==> src/rtl/lat_tester_ctrl.sv <==
// lat_tester_ctrl: latency-tester sequencer between the host registers and the 720x480 pattern generator.
// Optional LT_AVG_EN: each start averages four back-to-back measurements.
module lat_tester_ctrl #(
    parameter logic [23:0] TIMEOUT_CYC  = 24'd8100000,
    parameter logic [7:0]  DEBOUNCE_CYC = 8'd16,
    parameter logic [15:0] DARK_CYC     = 16'd2700,
    parameter logic [3:0]  HOLD_FRAMES  = 4'd3
) (
    input  logic        clk27,
    input  logic        reset,
    input  logic        start,
    input  logic [1:0]  mode_sel,
    input  logic        vsync_in,
    input  logic        sensor_in,
    output logic        lt_active,
    output logic [1:0]  lt_mode,
    output logic        busy,
    output logic        done,
    output logic        timeout,
    output logic [23:0] result
);
    localparam logic [23:0] RES_TMO = 24'hFFFFFF;
    localparam logic [23:0] LAT_MAX = 24'hFFFFFE;

    typedef enum logic [2:0] {IDLE, DARK, SYNC, FLASH, HOLD, RELEASE} state_t;
    state_t state, state_n;

    logic        sens_m, sens_s, vs_prev, vs_fall;
    logic [15:0] dark_cnt;
    logic [23:0] tmo_cnt, lat_cnt, cand, cand_now;
    logic [7:0]  deb_cnt, deb_next;
    logic [3:0]  frame_cnt;
    logic        dark_hit, tmo_hit, hold_hit, last_run;
    logic        accept, tmo_fire, deb_hit, rel_ok, rel_tmo;
    logic        finish, tmo_clr, dark_run, flash_go;

`ifdef LT_AVG_EN
    logic [1:0]  run_cnt;
    logic [25:0] acc;
    assign last_run = (run_cnt == 2'd3);
`else
    assign last_run = 1'b1;
`endif

    assign vs_fall  = vs_prev & ~vsync_in;
    assign dark_hit = ~sens_s && (dark_cnt == DARK_CYC - 16'd1);
    assign tmo_hit  = (tmo_cnt == TIMEOUT_CYC - 24'd1);
    assign hold_hit = vs_fall && (frame_cnt == HOLD_FRAMES - 4'd1);
    // First high sample of a run starts a new candidate at the current latency.
    assign deb_next = (deb_cnt == '0) ? 8'd1 : deb_cnt + 8'd1;
    assign cand_now = (deb_cnt == '0) ? lat_cnt : cand;

    always_comb begin
        state_n  = state;
        accept   = 1'b0;
        tmo_fire = 1'b0;
        deb_hit  = 1'b0;
        rel_ok   = 1'b0;
        rel_tmo  = 1'b0;
        case (state)
            IDLE: begin
                if (start) begin
                    accept  = 1'b1;
                    state_n = DARK;
                end
            end
            DARK: begin
                if (tmo_hit) begin
                    tmo_fire = 1'b1;
                    state_n  = IDLE;
                end else if (dark_hit) begin
                    state_n = SYNC;
                end
            end
            SYNC: begin
                if (tmo_hit) begin
                    tmo_fire = 1'b1;
                    state_n  = IDLE;
                end else if (vs_fall) begin
                    state_n = FLASH;
                end
            end
            FLASH: begin
                // Detection takes priority over a timeout landing on the same cycle.
                if (sens_s && (deb_next == DEBOUNCE_CYC)) begin
                    deb_hit = 1'b1;
                    state_n = HOLD;
                end else if (tmo_hit) begin
                    tmo_fire = 1'b1;
                    state_n  = IDLE;
                end
            end
            HOLD: begin
                if (hold_hit) state_n = RELEASE;
            end
            RELEASE: begin
                if (dark_hit) begin
                    rel_ok  = 1'b1;
                    state_n = last_run ? IDLE : DARK;
                end else if (tmo_hit) begin
                    rel_tmo = 1'b1;
                    state_n = IDLE;
                end
            end
            default: state_n = IDLE;
        endcase
    end

    assign finish   = rel_ok & last_run;
    assign flash_go = (state == SYNC) && (state_n == FLASH);
    assign dark_run = ((state == DARK) || (state == RELEASE)) && (state_n == state);
    // RELEASE reuses the measurement timeout counter with a fresh start.
    assign tmo_clr  = accept || ((state == HOLD) && (state_n == RELEASE)) || (rel_ok && !last_run);

    always_ff @(posedge clk27 or posedge reset) begin
        if (reset) state <= IDLE;
        else       state <= state_n;
    end

    always_ff @(posedge clk27 or posedge reset) begin
        if (reset) begin
            sens_m    <= 1'b0;
            sens_s    <= 1'b0;
            vs_prev   <= 1'b0;
            dark_cnt  <= '0;
            tmo_cnt   <= '0;
            lat_cnt   <= '0;
            cand      <= '0;
            deb_cnt   <= '0;
            frame_cnt <= '0;
            lt_active <= 1'b0;
            lt_mode   <= '0;
            busy      <= 1'b0;
            done      <= 1'b0;
            timeout   <= 1'b0;
            result    <= '0;
`ifdef LT_AVG_EN
            run_cnt   <= '0;
            acc       <= '0;
`endif
        end else begin
            sens_m  <= sensor_in;
            sens_s  <= sens_m;
            vs_prev <= vsync_in;
            done    <= 1'b0;

            dark_cnt <= (dark_run && !sens_s) ? dark_cnt + 16'd1 : '0;

            if (tmo_clr)
                tmo_cnt <= '0;
            else if ((state != IDLE) && (state != HOLD))
                tmo_cnt <= tmo_cnt + 24'd1;

            if (flash_go)
                lat_cnt <= 24'd1;
            else if ((state == FLASH) && (lat_cnt != LAT_MAX))
                lat_cnt <= lat_cnt + 24'd1;

            if ((state == FLASH) && sens_s) begin
                deb_cnt <= deb_next;
                cand    <= cand_now;
            end else begin
                deb_cnt <= '0;
            end

            frame_cnt <= (state == HOLD) ? frame_cnt + {3'b000, vs_fall} : '0;

            if (accept) begin
                lt_mode <= mode_sel;
                busy    <= 1'b1;
                timeout <= 1'b0;
            end
            if (flash_go)
                lt_active <= 1'b1;
            if (((state == HOLD) && hold_hit) || tmo_fire)
                lt_active <= 1'b0;
            if (tmo_fire || rel_tmo || finish) begin
                done <= 1'b1;
                busy <= 1'b0;
            end
            if (tmo_fire || rel_tmo)
                timeout <= 1'b1;

`ifdef LT_AVG_EN
            if (accept) begin
                run_cnt <= '0;
                acc     <= '0;
            end else begin
                if (deb_hit)
                    acc <= acc + {2'b00, cand_now};
                if (rel_ok && !last_run)
                    run_cnt <= run_cnt + 2'd1;
            end
            if (tmo_fire || rel_tmo)
                result <= RES_TMO;
            else if (finish)
                result <= acc[25:2];
`else
            if (tmo_fire)
                result <= RES_TMO;
            else if (deb_hit)
                result <= cand_now;
`endif
        end
    end
endmodule

==> config.mk <==
export PLATFORM = sky130hd
export DESIGN_NAME = lat_tester_ctrl
export DESIGN_NICKNAME = d
export VERILOG_FILES = /design/src/rtl/lat_tester_ctrl.sv
export SDC_FILE = /design/constraint.sdc
export NUM_CORES = 1
export LEC_CHECK = 0
export ABC_AREA = 1
export BUFFER_PORTS_ARGS = -buffer_cell sky130_fd_sc_hd__buf_2
export CORE_MARGIN = 2
export CORE_UTILIZATION = 55
export DETAILED_ROUTE_END_ITERATION = 10
export GPL_ROUTABILITY_DRIVEN = 0
export PLACE_DENSITY_LB_ADDON = 0.12
export SLEW_MARGIN = 10
export SYNTH_ARGS = -nofsm -noshare
export SYNTH_HDL_FRONTEND = slang
export SYNTH_SLANG_ARGS = --single-unit
==> constraint.sdc <==
create_clock -name clk27 -period 3.8 [get_ports clk27]
set_input_delay 0.38 -clock clk27 [delete_from_list [all_inputs] [get_ports clk27]]
set_output_delay 0.38 -clock clk27 [all_outputs]
set_load 0.02 [all_outputs]
==> run_results.csv, run 1 <==
group,metric,value,unit
cts,cts_num_sinks,136,
timing,hold_violations,0,
final_layout,layout-drive-gt1-share,0.107,
timing,hold-worst-slack,0.0570,ns
timing,worstMarginPinSlew,1.01,ns
global_route,grt_pass1_vias,5768,
hold_path,min_path_cells,1,
setup_path,worstPathMaxFanout,22,
cts,hold_buffers,0,
power,power_density,395,mW/mm^2
routing,wirelength,15.9,mm
final_layout,nFillCells,1126,
setup_path,crit_slowest_cell,"nand2_1",
setup_path,endpoint_kind,"flip-flop",
routing,drtIter0Drc,387,
power,clock_power_share,0.519,
timing,finalSetupViolations,0,
timing,drv_slew,0,
setup_path,cp_num_buf_inv,3,
synthesis,ys_types,36,
die,dieHeight,117,um
setup_path,crit_chain,"nor2_1 -> buf_4 -> inv_1 -> nor2_1 -> nand3_1 -> nand2_1 -> nor2_1 -> inv_1 -> nand4_1 -> nand2_1",
power,peakVddDrop,0.299,mV
routing,viasPerCell,5.36,
synthesis,yosysWarnings,0,
hold_path,hold_end,"sens_m$_DFF_PP0_",
setup_path,cp_top_family,"simple AND/OR/NAND/NOR gates",
synthesis,syn-instance-count,903,
die,core_area,0.0126,mm^2
synthesis,syn_avg_cell_area,7.79,um^2
setup_path,r2r_setup_slack,1.34,ns
power,seqPwrFrac,0.466,
setup_path,critPathMaxStageDelay,0.44,ns
timing,rsz0062_at_grt,"false",
power,p_int,2430,uW
cts,htree_levels,4,
setup_path,reg2reg_to,"tmo_cnt[18]$_DFFE_PP0P_",
timing,finalClockSkew,0.00823,ns
hold_path,hold_path_startpoint,"sensor_in",
power,p_sw_frac,0.222,
synthesis,synth.net_count,919,
routing,drt_pass1_iterations,5,
timing,fmax,0.406,GHz
final_layout,num_antenna_cells,0,
setup_path,cp.arrival,2.78,ns
cts,clkLatencyLatePin,0.43,ns
synthesis,ys_ff_latch,136,
final_layout,syn_to_final_growth,12.3,%
power,p_comb_frac,0.015,
setup_path,critical_path.most_common_cell,"nor2_1",
power,power_switching,694,uW
routing,antenna_left,0,
die,rows,41,
final_layout,layout.nets,952,
setup_path,worstRegToRegCells,10,
die,initial_core_util,0.559,
cts,clockRootBuffer,"clkbuf_16",
synthesis,synth_area,0.00703,mm^2
job,drv_cap,0,
die,die_w,117,um
hold_path,hold_path_class,"input port to flip-flop",
setup_path,worstSetupPathType,"flip-flop to flip-flop",
cts,cts_tree,"built",
power,p_leak,0.00394,uW
place,place_hpwl,11.4,mm
cts,clk_path_buf_depth,2,
place,io_buffer_count,36,
cts,cts_resized,0,
cts,cts_setup_buffers,0,
cts,cts.clk_slew.worst_paths,0.06,ns
setup_path,reg2reg_from,"state[1]$_DFF_PP0_",
synthesis,synth-seq-area-share,0.484,
routing,dr_total_vias,6004,
place,placed_cell_area,0.00732,mm^2
global_route,grtUsageTotal,0.253,
die,dieArea,0.0137,mm^2
global_route,grt_max_degree,61,
cts,cts_buffers,17,
outcome,status,"completed",
timing,tns,0,ns
final_layout,fin_area,0.00790,mm^2
setup_path,required,4.12,ns
routing,routedWlPerCell,14.2,um
timing,fin_crit,2.46,ns
timing,slew_headroom,0.326,
setup_path,crit_path_start_kind,"flip-flop",
die,num_io_pins,37,
global_route,grt_pass1_wl,27.0,mm
global_route,antenna_found_initial,0,
timing,period_share,0.648,
routing,drc,0,
global_route,grt-ovfl-total,0,
[placed cells by master (no fill, tap or decap), types with 7 or more instances in the layout]
master / instances
nand3_1: 48
nor4_1: 9
nand4_1: 24
inv_2: 8
nor2_1: 122
ha_1: 9
o21ai_1: 13
nand2_1: 238
a21oi_1: 24
buf_2: 36
o21ai_0: 49
dfrtp_1: 136
nor3_1: 37
clkbuf_16: 17
inv_1: 93
clkinvlp_4: 7
xor2_1: 28
[worst max path at each step]
stage,start,end,cells past startpoint
after global placement,state[1]$_DFF_PP0_,tmo_cnt[18]$_DFFE_PP0P_,10
after global routing,state[1]$_DFF_PP0_,tmo_cnt[18]$_DFFE_PP0P_,10
after detailed placement,state[1]$_DFF_PP0_,tmo_cnt[18]$_DFFE_PP0P_,10
after CTS,state[1]$_DFF_PP0_,tmo_cnt[18]$_DFFE_PP0P_,10
after floorplan,reset,busy$_DFFE_PP0P_,1
final,state[1]$_DFF_PP0_,tmo_cnt[18]$_DFFE_PP0P_,10
[state kept, by name (all words and copies together), names as in the netlist]
| register | cells |
|---|---|
| sens_s | 1 |
| deb_cnt | 8 |
| busy | 1 |
| state | 3 |
| dark_cnt | 16 |
| sens_m | 1 |
| done | 1 |
| lt_mode | 2 |
| lat_cnt | 24 |
| vs_prev | 1 |
| lt_active | 1 |
| timeout | 1 |
| frame_cnt | 4 |
| result | 24 |
| tmo_cnt | 24 |
| cand | 24 |
[routing by layer]
| layer | up-vias | global-route usage | share of wire | wire length (um) |
|---|---|---|---|---|
| met5 | - | 0 | 0 | 0 |
| met3 | 26 | 0.0582 | 0.049 | 782 |
| met4 | 0 | 0.0894 | 0.017 | 264 |
| met1 | 2866 | 0.343 | 0.47 | 7410 |
| met2 | 154 | 0.403 | 0.47 | 7430 |
| li1 | 2958 | - | - | - |
[cell families after synthesis]
logic type,Yosys count,share of synthesized area
compound gates,91,0.0666
xor+xnor,33,0.0411
fa+ha+maj,9,0.0160
buf+inv,129,0.0774
flops,136,0.484
mux,1,0.00142
simple gates,504,0.314
[metrics by stage]
| stage | power [uW] | utilization | cells | setup WS (ns) |
|---|---|---|---|---|
| finish | 3120 | 0.628 | 1121 | 1.34 |
| detailed placement | 1530 | 0.582 | 1089 | 1.38 |
| global placement | 1530 | 0.582 | 1089 | 1.54 |
| CTS | 3150 | 0.628 | 1121 | 1.36 |
| global route | 3210 | 0.628 | 1121 | 1.07 |
| floorplan | 1510 | - | 903 | 1.73 |
[cell usage after synthesis]
library cell / count / area (um^2)
buf_8: 1 / 15.0
mux2i_1: 1 / 10.0
buf_4: 2 / 15.0
nor4_1: 9 / 56.3
nor3b_2: 3 / 37.5
inv_2: 8 / 30.0
nor2_4: 1 / 11.3
nand3b_1: 2 / 15.0
nor2_1: 122 / 458
o21a_1: 1 / 7.51
nand2_1: 238 / 893
nand2_2: 2 / 12.5
inv_1: 94 / 353
xnor2_1: 5 / 43.8
o21ai_1: 13 / 65.1
or2_2: 4 / 25.0
buf_2: 9 / 45.0
nand3_1: 48 / 240
xor2_1: 28 / 245
nand2_4: 1 / 11.3
buf_6: 4 / 45.0
o21ai_0: 49 / 245
dfrtp_1: 136 / 3400
nor3_2: 3 / 30.0
o21ai_2: 1 / 8.76
ha_1: 9 / 113
a221oi_1: 1 / 8.76
nand3_2: 3 / 30.0
nand4_1: 24 / 150
nor3_1: 37 / 185
a31oi_1: 1 / 6.26
clkbuf_1: 11 / 41.3
nor2_2: 3 / 18.8
o22ai_1: 1 / 6.26
a21oi_1: 24 / 120
nor3b_1: 4 / 30.0
[power groups by stage]
stage,logic (uW),clock network [uW],registers [uW]
2_1_floorplan,30.0,0,1480
3_3_place_gp,46.7,0,1480
3_5_place_dp,48.5,0,1480
4_1_cts,48.6,1640,1460
5_1_grt,54.5,1700,1460
6_report,45.4,1620,1460
[area by class of cell]
| cell class | instances | area [um^2] | area share |
|---|---|---|---|
| timing repair buffer | 41 | 230 | 0.0291 |
| clock inverter | 14 | 150 | 0.0190 |
| sequential | 136 | 3400 | 0.431 |
| inverter | 102 | 387 | 0.0489 |
| multi-input combinational | 638 | 3080 | 0.390 |
| clock buffer | 18 | 429 | 0.0543 |
| tap | 172 | 215 | 0.0272 |
Note: power is estimated with default switching activity, not from simulation.
==> run 2: changes to the inputs <==
Settings changed: CORE_UTILIZATION 55 to 60.
Clock period 3.8 ns to 2.3 ns, I/O delays scaled along.
==> run_results.csv, run 2 (same netlist as run 1, synthesis figures left out) <==
group,metric,value,unit
outcome,status,"completed",
cts,cts_num_sinks,136,
final_layout,syn_to_final_growth,14.5,%
timing,fmax,0.486,GHz
setup_path,cp_top_family,"simple AND/OR/NAND/NOR gates",
timing,finalSetupViolations,0,
final_layout,layout-drive-gt1-share,0.118,
setup_path,crit_path_start_kind,"flip-flop",
hold_path,min_path_cells,3,
timing,slew_headroom,0.640,
routing,dr_total_vias,6136,
power,peakVddDrop,0.754,mV
cts,clockRootBuffer,"clkbuf_16",
routing,drc,0,
global_route,grt_pass1_wl,28.4,mm
setup_path,reg2reg_to,"result[10]$_DFFE_PP0P_",
timing,period_share,0.894,
die,num_io_pins,37,
setup_path,endpoint_kind,"flip-flop",
cts,cts_tree,"built",
final_layout,layout.nets,969,
cts,clkLatencyLatePin,0.42,ns
cts,cts.clk_slew.worst_paths,0.06,ns
cts,cts_buffers,17,
die,initial_core_util,0.616,
timing,fin_crit,2.06,ns
hold_path,hold_end,"lt_mode[1]$_DFFE_PP0P_",
setup_path,worstSetupPathType,"flip-flop to flip-flop",
routing,routedWlPerCell,14.8,um
setup_path,reg2reg_from,"deb_cnt[0]$_DFF_PP0_",
job,drv_cap,0,
final_layout,multiInputGateArea,0.00308,mm^2
global_route,grt_pass1_vias,6060,
place,place_hpwl,11.3,mm
power,power_density,665,mW/mm^2
setup_path,worstPathMaxFanout,26,
setup_path,crit_chain,"inv_1 -> ha_1 -> nand2_1 -> nor2_1 -> nand2_1 -> nand2_1 -> nand2_1 -> nor2_1 -> nand3_2 -> nor2_4 -> buf_6 -> nand2_1 -> o21ai_0 -> nand2_1",
cts,htree_levels,4,
setup_path,critical_path.most_common_cell,"nand2_1",
routing,drt_pass1_iterations,5,
setup_path,r2r_setup_slack,0.24,ns
timing,layout_setup_ws,0.244,ns
die,rows,39,
timing,finalClockSkew,0.00800,ns
global_route,grt_max_degree,88,
final_layout,num_antenna_cells,0,
global_route,use_met2,0.465,
timing,tns,0,ns
timing,worstMarginPinSlew,0.539,ns
die,die_w,112,um
global_route,grt_util_met3,0.0589,
final_layout,regArea,0.00340,mm^2
global_route,grtUsageTotal,0.277,
setup_path,required,2.59,ns
place,dp_slack,0.229,ns
cts,clk_path_buf_depth,2,
power,p_leak,0.00406,uW
hold_path,hold_path_startpoint,"mode_sel[1]",
final_layout,final_cell_mix,"nand2_1, dfrtp_1, nor2_1",
setup_path,cp.arrival,2.35,ns
die,dieArea,0.0126,mm^2
hold_path,hold_path_class,"input port to flip-flop",
die,dieHeight,112,um
global_route,antenna_found_initial,0,
global_route,busiest_layer,"met2",
global_route,grt-ovfl-total,0,
place,io_buffer_count,36,
routing,wirelength,16.4,mm
global_route,grtUsageMet1,0.363,
routing,drtIter0Drc,449,
timing,drv_slew,0,
final_layout,mostFrequentLayoutCell,"nand2_1",
setup_path,critPathMaxStageDelay,0.44,ns
setup_path,crit_slowest_cell,"dfrtp_1",
timing,rsz0062_at_grt,"false",
routing,viasPerCell,5.54,
timing,hold_violations,0,
final_layout,nFillCells,912,
die,core_area,0.0114,mm^2
setup_path,cp_num_buf_inv,2,
setup_path,worstRegToRegCells,14,
routing,antenna_left,0,
==> run 2: changes by cell type in the layout (fill, tap and decap cells not counted) <==
cell,change
buf_12,+1
buf_4,+12
buf_6,+1
bufinv_16,+2
clkbuf_8,+3
clkinv_2,+2
clkinv_4,-1
clkinvlp_4,-5
dlygate4sd3_1,+3
inv_6,-3
==> run 2: how the worst max path moves through the flow <==
stage / from / endpoint / cells past startpoint
2_1_floorplan: reset / busy$_DFFE_PP0P_ / 1
3_3_place_gp: tmo_cnt[0]$_DFFE_PP0P_ / lat_cnt[13]$_DFFE_PP0P_ / 10
3_5_place_dp: deb_cnt[0]$_DFF_PP0_ / result[0]$_DFFE_PP0P_ / 13
4_1_cts: deb_cnt[0]$_DFF_PP0_ / result[0]$_DFFE_PP0P_ / 13
5_1_grt: deb_cnt[0]$_DFF_PP0_ / result[0]$_DFFE_PP0P_ / 12
6_report: deb_cnt[0]$_DFF_PP0_ / result[10]$_DFFE_PP0P_ / 14
==> run 2: final cells by class <==
cell class | count | area share
inverter | 102 | 0.0480
sequential | 136 | 0.423
clock buffer | 21 | 0.0584
timing repair buffer | 58 | 0.0474
multi-input combinational | 638 | 0.383
clock inverter | 9 | 0.0183
tap | 143 | 0.0222
==> run 2: report_power, final <==
group | internal, uW | switching [uW] | leakage (uW)
sequential | 2400 | 4.73 | 0.00174
clock | 1880 | 989 | 0.000305
combinational | 17.5 | 60.5 | 0.00202
==> run 2: repair_timing <==
action	4_1_cts	5_1_grt
endpoints found under the setup margin	0	13
setup buffers	0	0
hold buffers	3	0
gates resized for setup	0	1
endpoints found under the hold margin	16	0
==> run 2: through the flow <==
step           std cells  power, uW  instance area [um^2]  utilization  hold WS (ns)
6_report            1107       5350                  8050        0.705        0.0132
4_1_cts             1107       5380                  8050        0.705       0.00209
3_3_place_gp        1074       2520                  7400        0.648         0.225
2_1_floorplan        903       2500                  7040            -         0.261
5_1_grt             1107       5500                  8050        0.705        0.0166
3_5_place_dp        1074       2530                  7400        0.648         0.236
==> run 2: tightest hold or removal path, stage by stage <==
cell	delay (ns)
buf_2	0.08
nand2_1	0.05
nand2_1	0.05
==> run 2: per-layer routing <==
layer,vias up,routed length [um]
met1,2943,7200
met4,0,275
met5,-,0
met2,172,8140
li1,2988,-
met3,33,773
==> run 3: changes to the inputs <==
Settings changed: CORE_UTILIZATION 60 to 61.
==> run_results.csv, run 3 (same netlist as run 1, synthesis figures left out) <==
group,metric,value,unit
cts,htree_levels,4,
die,dieHeight,111,um
timing,fin_crit,2.11,ns
die,dieArea,0.0124,mm^2
cts,cts_num_sinks,136,
power,power_density,663,mW/mm^2
cts,clk_path_buf_depth,2,
cts,clockRootBuffer,"clkbuf_16",
setup_path,reg2reg_to,"lat_cnt[13]$_DFFE_PP0P_",
timing,fmax,0.475,GHz
power,p_leak,0.00405,uW
final_layout,num_antenna_cells,0,
final_layout,final_cell_mix,"nand2_1, dfrtp_1, nor2_1",
timing,rsz0062_at_grt,"false",
global_route,grt_util_met3,0.0697,
global_route,grt_pass1_wl,28.7,mm
routing,routedWlPerCell,15.2,um
die,die_w,111,um
global_route,use_met2,0.468,
global_route,grtUsageMet1,0.385,
global_route,antenna_found_initial,0,
routing,viasPerCell,5.62,
setup_path,critical_path.most_common_cell,"nand2_1",
die,rows,39,
timing,hold-worst-slack,0.0160,ns
cts,cts_setup_buffers,0,
global_route,grt_max_degree,49,
hold_path,hold_path_class,"input port to flip-flop",
place,place_hpwl,11.6,mm
global_route,busiest_layer,"met2",
global_route,grtUsageTotal,0.289,
setup_path,worstRegToRegCells,9,
setup_path,r2r_setup_slack,0.19,ns
final_layout,layout-drive-gt1-share,0.117,
routing,drtIter0Drc,580,
setup_path,crit_chain,"nand2_1 -> nor3_1 -> nand2_1 -> nor2_1 -> nand2_1 -> nand2_4 -> nand2_1 -> nand2_1 -> o21ai_0",
final_layout,syn_to_final_growth,15.0,%
timing,tns,0,ns
setup_path,endpoint_kind,"flip-flop",
job,drv_cap,0,
timing,hold_violations,0,
routing,antenna_left,0,
global_route,grt-ovfl-total,0,
timing,finalClockSkew,0.00775,ns
die,num_io_pins,37,
timing,finalSetupViolations,0,
setup_path,critPathMaxStageDelay,0.42,ns
routing,wirelength,16.8,mm
setup_path,cp.arrival,2.39,ns
global_route,grt_pass1_vias,6038,
die,core_area,0.0113,mm^2
cts,clkLatencyLatePin,0.43,ns
setup_path,required,2.59,ns
setup_path,crit_end,"lat_cnt[13]$_DFFE_PP0P_",
timing,period_share,0.916,
setup_path,crit_slowest_cell,"dfrtp_1",
place,io_buffer_count,36,
setup_path,worstPathMaxFanout,17,
cts,cts_buffers,17,
setup_path,crit_path_start_kind,"flip-flop",
timing,slew_headroom,0.559,
setup_path,reg2reg_from,"lat_cnt[10]$_DFFE_PP0P_",
outcome,status,"completed",
final_layout,mostFrequentLayoutCell,"nand2_1",
setup_path,path_depth,9,
timing,layout_setup_ws,0.194,ns
die,initial_core_util,0.621,
timing,worstMarginPinSlew,0.661,ns
routing,dr_total_vias,6223,
setup_path,startpoint,"lat_cnt[10]$_DFFE_PP0P_",
cts,cts.clk_slew.worst_paths,0.06,ns
timing,drv_slew,0,
routing,drc,0,
final_layout,layout.nets,967,
place,dp_slack,0.152,ns
cts,cts_tree,"built",
routing,drt_pass1_iterations,8,
power,peakVddDrop,0.751,mV
setup_path,cp_top_family,"simple AND/OR/NAND/NOR gates",
setup_path,cp_num_buf_inv,0,
setup_path,worstSetupPathType,"flip-flop to flip-flop",
final_layout,nFillCells,875,
==> run 3: power breakdown <==
| part | total [uW] | switching, uW | leakage [uW] | internal, uW |
|---|---|---|---|---|
| clock network | 2870 | 1030 | 0.000298 | 1840 |
| logic | 87.8 | 63.1 | 0.00202 | 24.7 |
| registers | 2410 | 4.69 | 0.00173 | 2400 |
==> run 3: layout make-up <==
type	instances	area, um^2	area share
Clock buffer	21	450	0.0557
Clock inverter	11	171	0.0212
Inverter	102	387	0.0478
Multi-Input combinational cell	638	3090	0.382
Sequential cell	136	3410	0.421
Tap cell	143	179	0.0221
Timing Repair Buffer	56	403	0.0498
==> run 3: worst min path at each step <==
stage	startpoint	to	slack, ns	cells past startpoint
final	mode_sel[1]	lt_mode[1]$_DFFE_PP0P_	0.02	3
after global routing	mode_sel[1]	lt_mode[1]$_DFFE_PP0P_	0.02	3
after CTS	mode_sel[1]	lt_mode[1]$_DFFE_PP0P_	0.009	3
after detailed placement	sens_m$_DFF_PP0_	sens_s$_DFF_PP0_	0.33	0
after global placement	reset	dark_cnt[4]$_DFF_PP0_	0.34	2
after floorplan	sensor_in	sens_m$_DFF_PP0_	0.26	0
==> run 3: worst min-delay path, cell delays in order <==
cell and delay, ns:
buf_2 0.08, nand2_1 0.05, nand2_1 0.05
==> run 3: metrics by stage <==
| stage | cells | util | instance area [um^2] | power [uW] |
|---|---|---|---|---|
| after CTS | 1107 | 0.714 | 8080 | 5390 |
| final | 1107 | 0.714 | 8090 | 5360 |
| after global placement | 1071 | 0.655 | 7420 | 2530 |
| after detailed placement | 1071 | 0.655 | 7420 | 2530 |
| after global routing | 1107 | 0.714 | 8090 | 5520 |
| after floorplan | 903 | - | 7040 | 2500 |
==> run 3: per-layer routing <==
| layer | vias to the layer above | wire length [um] |
|---|---|---|
| li1 | 2999 | - |
| met1 | 2958 | 7400 |
| met2 | 232 | 8070 |
| met3 | 34 | 980 |
| met4 | 0 | 345 |
| met5 | - | 0 |
==> run 3: timing repair <==
item                                    in CTS  in global routing
endpoints found under the setup margin       0                 15
gates resized for setup                      0                  3
hold buffers                                 4                  0
hold endpoints to repair                    27                  0
